## config.mk

```make
export PLATFORM = sky130hd
export DESIGN_NAME = obstacle_scheduler
export DESIGN_NICKNAME = d
export VERILOG_FILES = /design/src/rtl/obstacle_pkg.sv /design/src/rtl/obstacle_scheduler_lfsr8.sv /design/src/rtl/obstacle_scheduler.sv
export SDC_FILE = /design/constraint.sdc
export NUM_CORES = 1
export LEC_CHECK = 0
export CAP_MARGIN = 15
export CORE_MARGIN = 2
export CORE_UTILIZATION = 55
export CTS_CLUSTER_SIZE = 10
export DETAILED_ROUTE_END_ITERATION = 10
export HOLD_SLACK_MARGIN = 0.05
export PLACE_DENSITY = 0.75
export SYNTH_ARGS = -nofsm -noshare
export SYNTH_HDL_FRONTEND = slang
export SYNTH_SLANG_ARGS = --single-unit
```

## constraint.sdc

```tcl
create_clock -name clk -period 3.2 [get_ports clk]
set_clock_uncertainty 0.1 [all_clocks]
set_input_delay 0.64 -clock clk [delete_from_list [all_inputs] [get_ports clk]]
set_output_delay 0.64 -clock clk [all_outputs]
set_load 0.03 [all_outputs]
```

## src/rtl/obstacle_pkg.sv

```systemverilog
// rtl/obstacle_pkg.sv - shared obstacle codes, scheduler state encoding and timing constants
package obstacle_pkg;

  typedef logic [2:0] obs_code_t;

  localparam obs_code_t OBS_WALL           = 3'b000;
  localparam obs_code_t OBS_LASER          = 3'b001;
  localparam obs_code_t OBS_PIT            = 3'b010;
  localparam obs_code_t OBS_SWEEPER        = 3'b011;
  localparam obs_code_t OBS_MOUSE_FOLLOWER = 3'b100;
  localparam obs_code_t OBS_NONE           = 3'b111;

  localparam logic [1:0] ST_IDLE   = 2'd0;
  localparam logic [1:0] ST_GAP    = 2'd1;
  localparam logic [1:0] ST_LAUNCH = 2'd2;
  localparam logic [1:0] ST_RUN    = 2'd3;

  localparam int         NUM_OBSTACLES_DEF  = 5;
  localparam int         CLK_HZ             = 65_000_000;
  localparam int         GAP_CYCLES_DEF     = CLK_HZ;
  localparam int         TIMEOUT_CYCLES_DEF = 20 * CLK_HZ;
  localparam logic [7:0] LFSR_SEED_DEF      = 8'hA5;

  // Folding the raw LFSR bits with a modulo equals a single conditional
  // subtract for four or more obstacles and keeps smaller counts in range.
  function automatic obs_code_t pick_next(input logic [2:0] c0, input obs_code_t last,
                                          input int num);
    obs_code_t c1;
    obs_code_t inc;
    c1  = 3'(int'(c0) % num);
    inc = 3'(int'(c1) + 1);
    if (c1 == last) begin
      pick_next = (int'(c1) + 1 == num) ? 3'd0 : inc;
    end else begin
      pick_next = c1;
    end
  endfunction

endpackage

```

## src/rtl/obstacle_scheduler_lfsr8.sv

```systemverilog
// rtl/obstacle_scheduler_lfsr8.sv - free-running 8-bit Fibonacci LFSR, x^8+x^6+x^5+x^4+1
module lfsr8 (
  input  logic       clk,
  input  logic       rst,
  input  logic [7:0] seed,
  output logic [7:0] q
);

  logic [7:0] q_q;
  logic [7:0] q_d;

  assign q_d = {q_q[6:0], q_q[7] ^ q_q[5] ^ q_q[4] ^ q_q[3]};

  // An all-zero seed would lock the register, so it is replaced by 1.
  always_ff @(posedge clk) begin
    if (rst) begin
      q_q <= (seed == 8'h00) ? 8'h01 : seed;
    end else begin
      q_q <= q_d;
    end
  end

  assign q = q_q;

endmodule

```

## src/rtl/obstacle_scheduler.sv

```systemverilog
// rtl/obstacle_scheduler.sv - picks, arms and supervises one obstacle at a time with a pause between them
module obstacle_scheduler
  import obstacle_pkg::*;
#(
  parameter int         NUM_OBSTACLES  = NUM_OBSTACLES_DEF,
  parameter int         GAP_CYCLES     = GAP_CYCLES_DEF,
  parameter int         TIMEOUT_CYCLES = TIMEOUT_CYCLES_DEF,
  parameter logic [7:0] LFSR_SEED      = LFSR_SEED_DEF
) (
  input  logic       clk,
  input  logic       rst,
  input  logic       menu_on,
  input  logic       start,
  input  logic       player_dead,
  input  logic [7:0] obstacle_done,
  output logic [2:0] selected,
  output logic       play_selected,
  output logic       done_out,
  output logic       busy,
  output logic [7:0] cleared_cnt
);

  localparam logic [26:0] GAP_LAST = 27'(GAP_CYCLES - 1);
  localparam logic [30:0] RUN_LAST = 31'(TIMEOUT_CYCLES - 1);

  logic [1:0]  state_q, state_d;
  logic [26:0] gap_cnt_q, gap_cnt_d;
  logic [30:0] run_cnt_q, run_cnt_d;
  obs_code_t   last_q, last_d;
  obs_code_t   sel_q, sel_d;
  logic [7:0]  cnt_q, cnt_d;
  logic        play_q, done_q, busy_q;

  logic [7:0]  lfsr;
  logic        lfsr_unused;
  obs_code_t   next_code;
  logic        abort;
  logic        sel_done;

  lfsr8 u_lfsr (
    .clk  (clk),
    .rst  (rst),
    .seed (LFSR_SEED),
    .q    (lfsr)
  );

  assign lfsr_unused = ^lfsr[7:3];
  assign next_code   = pick_next(lfsr[2:0], last_q, NUM_OBSTACLES);
  assign abort       = menu_on | player_dead;
  assign sel_done    = obstacle_done[sel_q];

  always_comb begin
    state_d   = state_q;
    gap_cnt_d = gap_cnt_q;
    run_cnt_d = run_cnt_q;
    last_d    = last_q;
    sel_d     = sel_q;
    cnt_d     = cnt_q;
    case (state_q)
      ST_IDLE: begin
        if (start && !menu_on) begin
          state_d   = ST_GAP;
          gap_cnt_d = '0;
          cnt_d     = '0;
          last_d    = OBS_NONE;
        end
      end
      ST_GAP: begin
        if (abort) begin
          state_d = ST_IDLE;
        end else if (gap_cnt_q >= GAP_LAST) begin
          state_d = ST_LAUNCH;
          sel_d   = next_code;
        end else begin
          gap_cnt_d = gap_cnt_q + 27'd1;
        end
      end
      ST_LAUNCH: begin
        if (abort) begin
          state_d = ST_IDLE;
        end else begin
          state_d   = ST_RUN;
          run_cnt_d = '0;
        end
      end
      ST_RUN: begin
        // Abort wins over both completion and the watchdog.
        if (abort) begin
          state_d = ST_IDLE;
        end else if (sel_done) begin
          if (cnt_q != 8'hFF) begin
            cnt_d = cnt_q + 8'd1;
          end
          last_d    = sel_q;
          state_d   = ST_GAP;
          gap_cnt_d = '0;
        end else if (run_cnt_q >= RUN_LAST) begin
          last_d    = sel_q;
          state_d   = ST_GAP;
          gap_cnt_d = '0;
        end else begin
          run_cnt_d = run_cnt_q + 31'd1;
        end
      end
      default: state_d = ST_IDLE;
    endcase
  end

  // Outputs are registered from the next state; the arm pulse trails the
  // LAUNCH entry by one edge so selected is already stable when it fires.
  always_ff @(posedge clk) begin
    if (rst) begin
      state_q   <= ST_IDLE;
      gap_cnt_q <= '0;
      run_cnt_q <= '0;
      last_q    <= OBS_NONE;
      sel_q     <= '0;
      cnt_q     <= '0;
      play_q    <= 1'b0;
      done_q    <= 1'b0;
      busy_q    <= 1'b0;
    end else begin
      state_q   <= state_d;
      gap_cnt_q <= gap_cnt_d;
      run_cnt_q <= run_cnt_d;
      last_q    <= last_d;
      sel_q     <= sel_d;
      cnt_q     <= cnt_d;
      play_q    <= (state_d == ST_LAUNCH) || (state_d == ST_RUN);
      done_q    <= (state_q == ST_LAUNCH) && (state_d == ST_RUN);
      busy_q    <= (state_d != ST_IDLE);
    end
  end

  assign selected      = sel_q;
  assign play_selected = play_q;
  assign done_out      = done_q;
  assign busy          = busy_q;
  assign cleared_cnt   = cnt_q;

endmodule
```

==> flow_summary_export.csv <==
group,metric,value,unit
route,drc,0,
clocking,cts-buffers-inserted,9,
power,power,2.036,mW
sta,slew_violations,0,
synthesis,ys_ff_latch,85,
synthesis,ys_seq_area_share,39.41,%
power,power_density,413.0,nW/um^2
worst_setup_path,setup.worst_path.start,"u_lfsr.q[0]",
clocking,cts_setup_buffers,0,
route,postRouteAntennaNets,0,
worst_setup_path,critical_path_required,3.37,ns
route,avgViaCountPerCell,5.690,
synthesis,ys_warn_count,0,
worst_setup_path,rr_worst_depth,10,
clocking,htree_levels,3,
cells_and_area,regArea,1702,um^2
synthesis,synth_flop_cell,"dfxtp_1",
clocking,clk_pin_slew,0.09,ns
synthesis,synthArstFlopShare,0,%
synthesis,yosysTopAreaCellShare,39.41,%
grt,grt_max_degree,28,
worst_setup_path,arrival,3.14,ns
grt,grt_pass1_vias,3564,
sta,setup_tns,0,ns
floorplan,fp.dieW,92.61,um
power,peakVddDrop,0.2148,mV
floorplan,die_area,8576,um^2
floorplan,io_pins,27,
floorplan,initial_core_util,56.46,%
worst_setup_path,r2r_setup_slack,0.23,ns
sta,timing.final.crit_share,92.89,%
placement,hpwl,6.312,mm
cells_and_area,drive_gt1_share,8.877,%
placement,port_buffers,26,
cells_and_area,area_delta_synth_final,14.20,%
sta,timing.fmax,0.3364,GHz
route,wl_per_cell,13.64,um
clocking,cts_tree,"done",
clocking,cts_root_buffer,"clkbuf_8",
status,status,"finished clean",
cells_and_area,fillers,654,
cells_and_area,nNetsFinal,572,
job,drv_cap,0,
worst_setup_path,crit_fanout,5,
route,num_vias,3721,
route,drt_iter0_drc,144,
grt,grt_pass1_wl,16.04,mm
sta,relSlewSlack,64.48,%
worst_setup_path,critPathLaunchType,"flip-flop",
grt,grt_antenna_before_repair,0,
route,first_pass_iters,6,
synthesis,postSynthAreaPerCell,8.433,um^2
synthesis,synthTopCellsByArea,"dfxtp_1 39%, xor2_1 6.1%, nor2_1 5.7%",
synthesis,synth_cell_type_count,57,
placement,place_congestion,0.7903,
floorplan,rows,32,
clocking,cts_buffer_depth,2,
sta,setup_violations,0,
synthesis,synth_area,4318,um^2
floorplan,die_h,92.61,um
synthesis,synth_edf_count,0,
clocking,post_cts_resized,0,
sta,min_period,2.973,ns
synthesis,syn_nets,537,
clocking,clock_sinks,85,
worst_setup_path,cp-endpoint,"selected[2]",
route,drt_wl_total,8.923,mm
sta,worst_pin_slew,0.5328,ns
worst_setup_path,crit_path_end_kind,"flip-flop",
synthesis,yosysTopAreaCell,"dfxtp_1",
worst_setup_path,r2r-start,"u_lfsr.q[0]",
sta,hold_violations,0,
power,p_leak,1.711,nW
grt,grt.total_usage,22.59,%
sta,rsz0062_at_grt,"no",
cells_and_area,antenna_cells,0,
clocking,cts_hold_buffers,0,
floorplan,core-area,7647,um^2
clocking,clock_latency,0.35,ns
grt,grt_overflow,0,
worst_setup_path,worstReg2RegEnd,"selected[2]",
synthesis,synthCells,512,
hold_path,hp-class,"reg -> reg",
worst_setup_path,critPathKind,"reg -> reg",
cells_and_area,multi_input_area,2461,um^2
## worst max-delay path: stages (launching register included)
cell and delay (ns):
dfxtp_1 0.35, inv_1 0.08, ha_1 0.14, inv_1 0.04, ha_1 0.20, a21oi_1 0.24, mux2i_1 0.47, inv_1 0.09
ha_1 0.24, or4b_2 0.67, a311oi_1 0.26
## worst min path at each step
stage / startpoint / to / slack (ns) / depth (start not counted)
after CTS: u_lfsr.q[6] / u_lfsr.q[7] / 0.33 / 1
after global routing: u_lfsr.q[1] / u_lfsr.q[2] / 0.36 / 1
after global placement: u_lfsr.q[6] / u_lfsr.q[7] / 0.30 / 1
after floorplan: u_lfsr.q[6] / u_lfsr.q[7] / 0.29 / 1
final: u_lfsr.q[6] / u_lfsr.q[7] / 0.33 / 1
after detailed placement: u_lfsr.q[6] / u_lfsr.q[7] / 0.30 / 1
## final cells by class
cell class | count | area share, %
timing repair buffer | 44 | 8.018
clock buffer | 9 | 2.512
inverter | 19 | 1.446
clock inverter | 7 | 1.015
multi-input combinational | 388 | 49.91
sequential | 85 | 34.51
tap | 102 | 2.588
## power by group
| part | total (mW) | internal (mW) | switching [mW] |
|---|---|---|---|
| Combinational | 0.267 | 0.108 | 0.159 |
| Sequential | 1.09 | 1.07 | 0.0130 |
| Clock | 0.684 | 0.284 | 0.399 |
| Total | 2.04 | 1.47 | 0.571 |
## state kept, by name, summed over array words and instances, names as in the netlist
register and count:
done_out 1, u_lfsr.q 8, cleared_cnt 8, run_cnt_q 31, selected 3, play_selected 1, busy 1, gap_cnt_q 27
last_q 3, state_q 2
## cell usage after synthesis (16+ instances only)
library cell and number:
dfxtp_1 85, nor2_1 66, nand2_1 32, a21oi_1 30, xor2_1 30, nand4_1 28
nand3_1 23, xnor2_1 21, inv_1 19, nor3_1 17, clkbuf_1 16, o21ai_0 16
## routing by layer
metal | GRT usage [%] | vias to the layer above | wire length, um
met4 | 7.960 | 0 | 46
met5 | 0 | - | 0
met1 | 30.14 | 1783 | 4383
met3 | 4.231 | 4 | 258
met2 | 36.68 | 45 | 4235
li1 | - | 1889 | -
## cells by family (layout without fill, tap and decap cells)
logic type	after synthesis	count (layout)	share of synthesized area, %
AND/OR/NAND/NOR	238	238	28.92
multiplexers	6	6	1.970
adder cells (fa/ha/maj)	12	12	3.477
flip-flops	85	85	39.41
buffers and inverters	39	79	3.593
XOR/XNOR	51	51	10.34
AO/OA/AOI/OAI	81	81	12.29
## layout by cell type (no fill, tap or decap), drive strengths merged, types with 2 or more instances in the layout
cell | netlist | final
a211oi | 3 | 3
a21o | 2 | 2
a21oi | 30 | 30
a311oi | 2 | 2
a31oi | 4 | 4
and2 | 12 | 12
and3 | 14 | 14
and4 | 3 | 3
buf | 4 | 18
clkbuf | 16 | 9
clkdlybuf4s50 | 0 | 26
clkinv | 0 | 2
clkinvlp | 0 | 3
dfxtp | 85 | 85
ha | 12 | 12
inv | 19 | 21
mux2i | 4 | 4
mux4 | 2 | 2
nand2 | 32 | 32
nand3 | 25 | 25
nand4 | 29 | 29
nor2 | 66 | 66
nor2b | 3 | 3
nor3 | 17 | 17
nor4 | 9 | 9
o211ai | 3 | 3
o21a | 5 | 5
o21ai | 17 | 17
o32ai | 2 | 2
or2 | 6 | 6
or3 | 14 | 14
or4 | 2 | 2
xnor2 | 21 | 21
xor2 | 30 | 30
## per-stage QoR
stage | hold WS, ns | std cells | util (%) | area [um^2] | setup slack, ns
floorplan | 0.2895 | 512 | - | 4318 | 0.4869
global placement | 0.3000 | 638 | 62.21 | 4757 | 0.05922
detailed placement | 0.3026 | 638 | 62.21 | 4757 | 0.02434
CTS | 0.3283 | 654 | 64.48 | 4931 | 0.2293
global route | 0.3594 | 654 | 64.48 | 4931 | 0.05512
finish | 0.3262 | 654 | 64.48 | 4931 | 0.2274
Power figures use the tool's default switching activity.
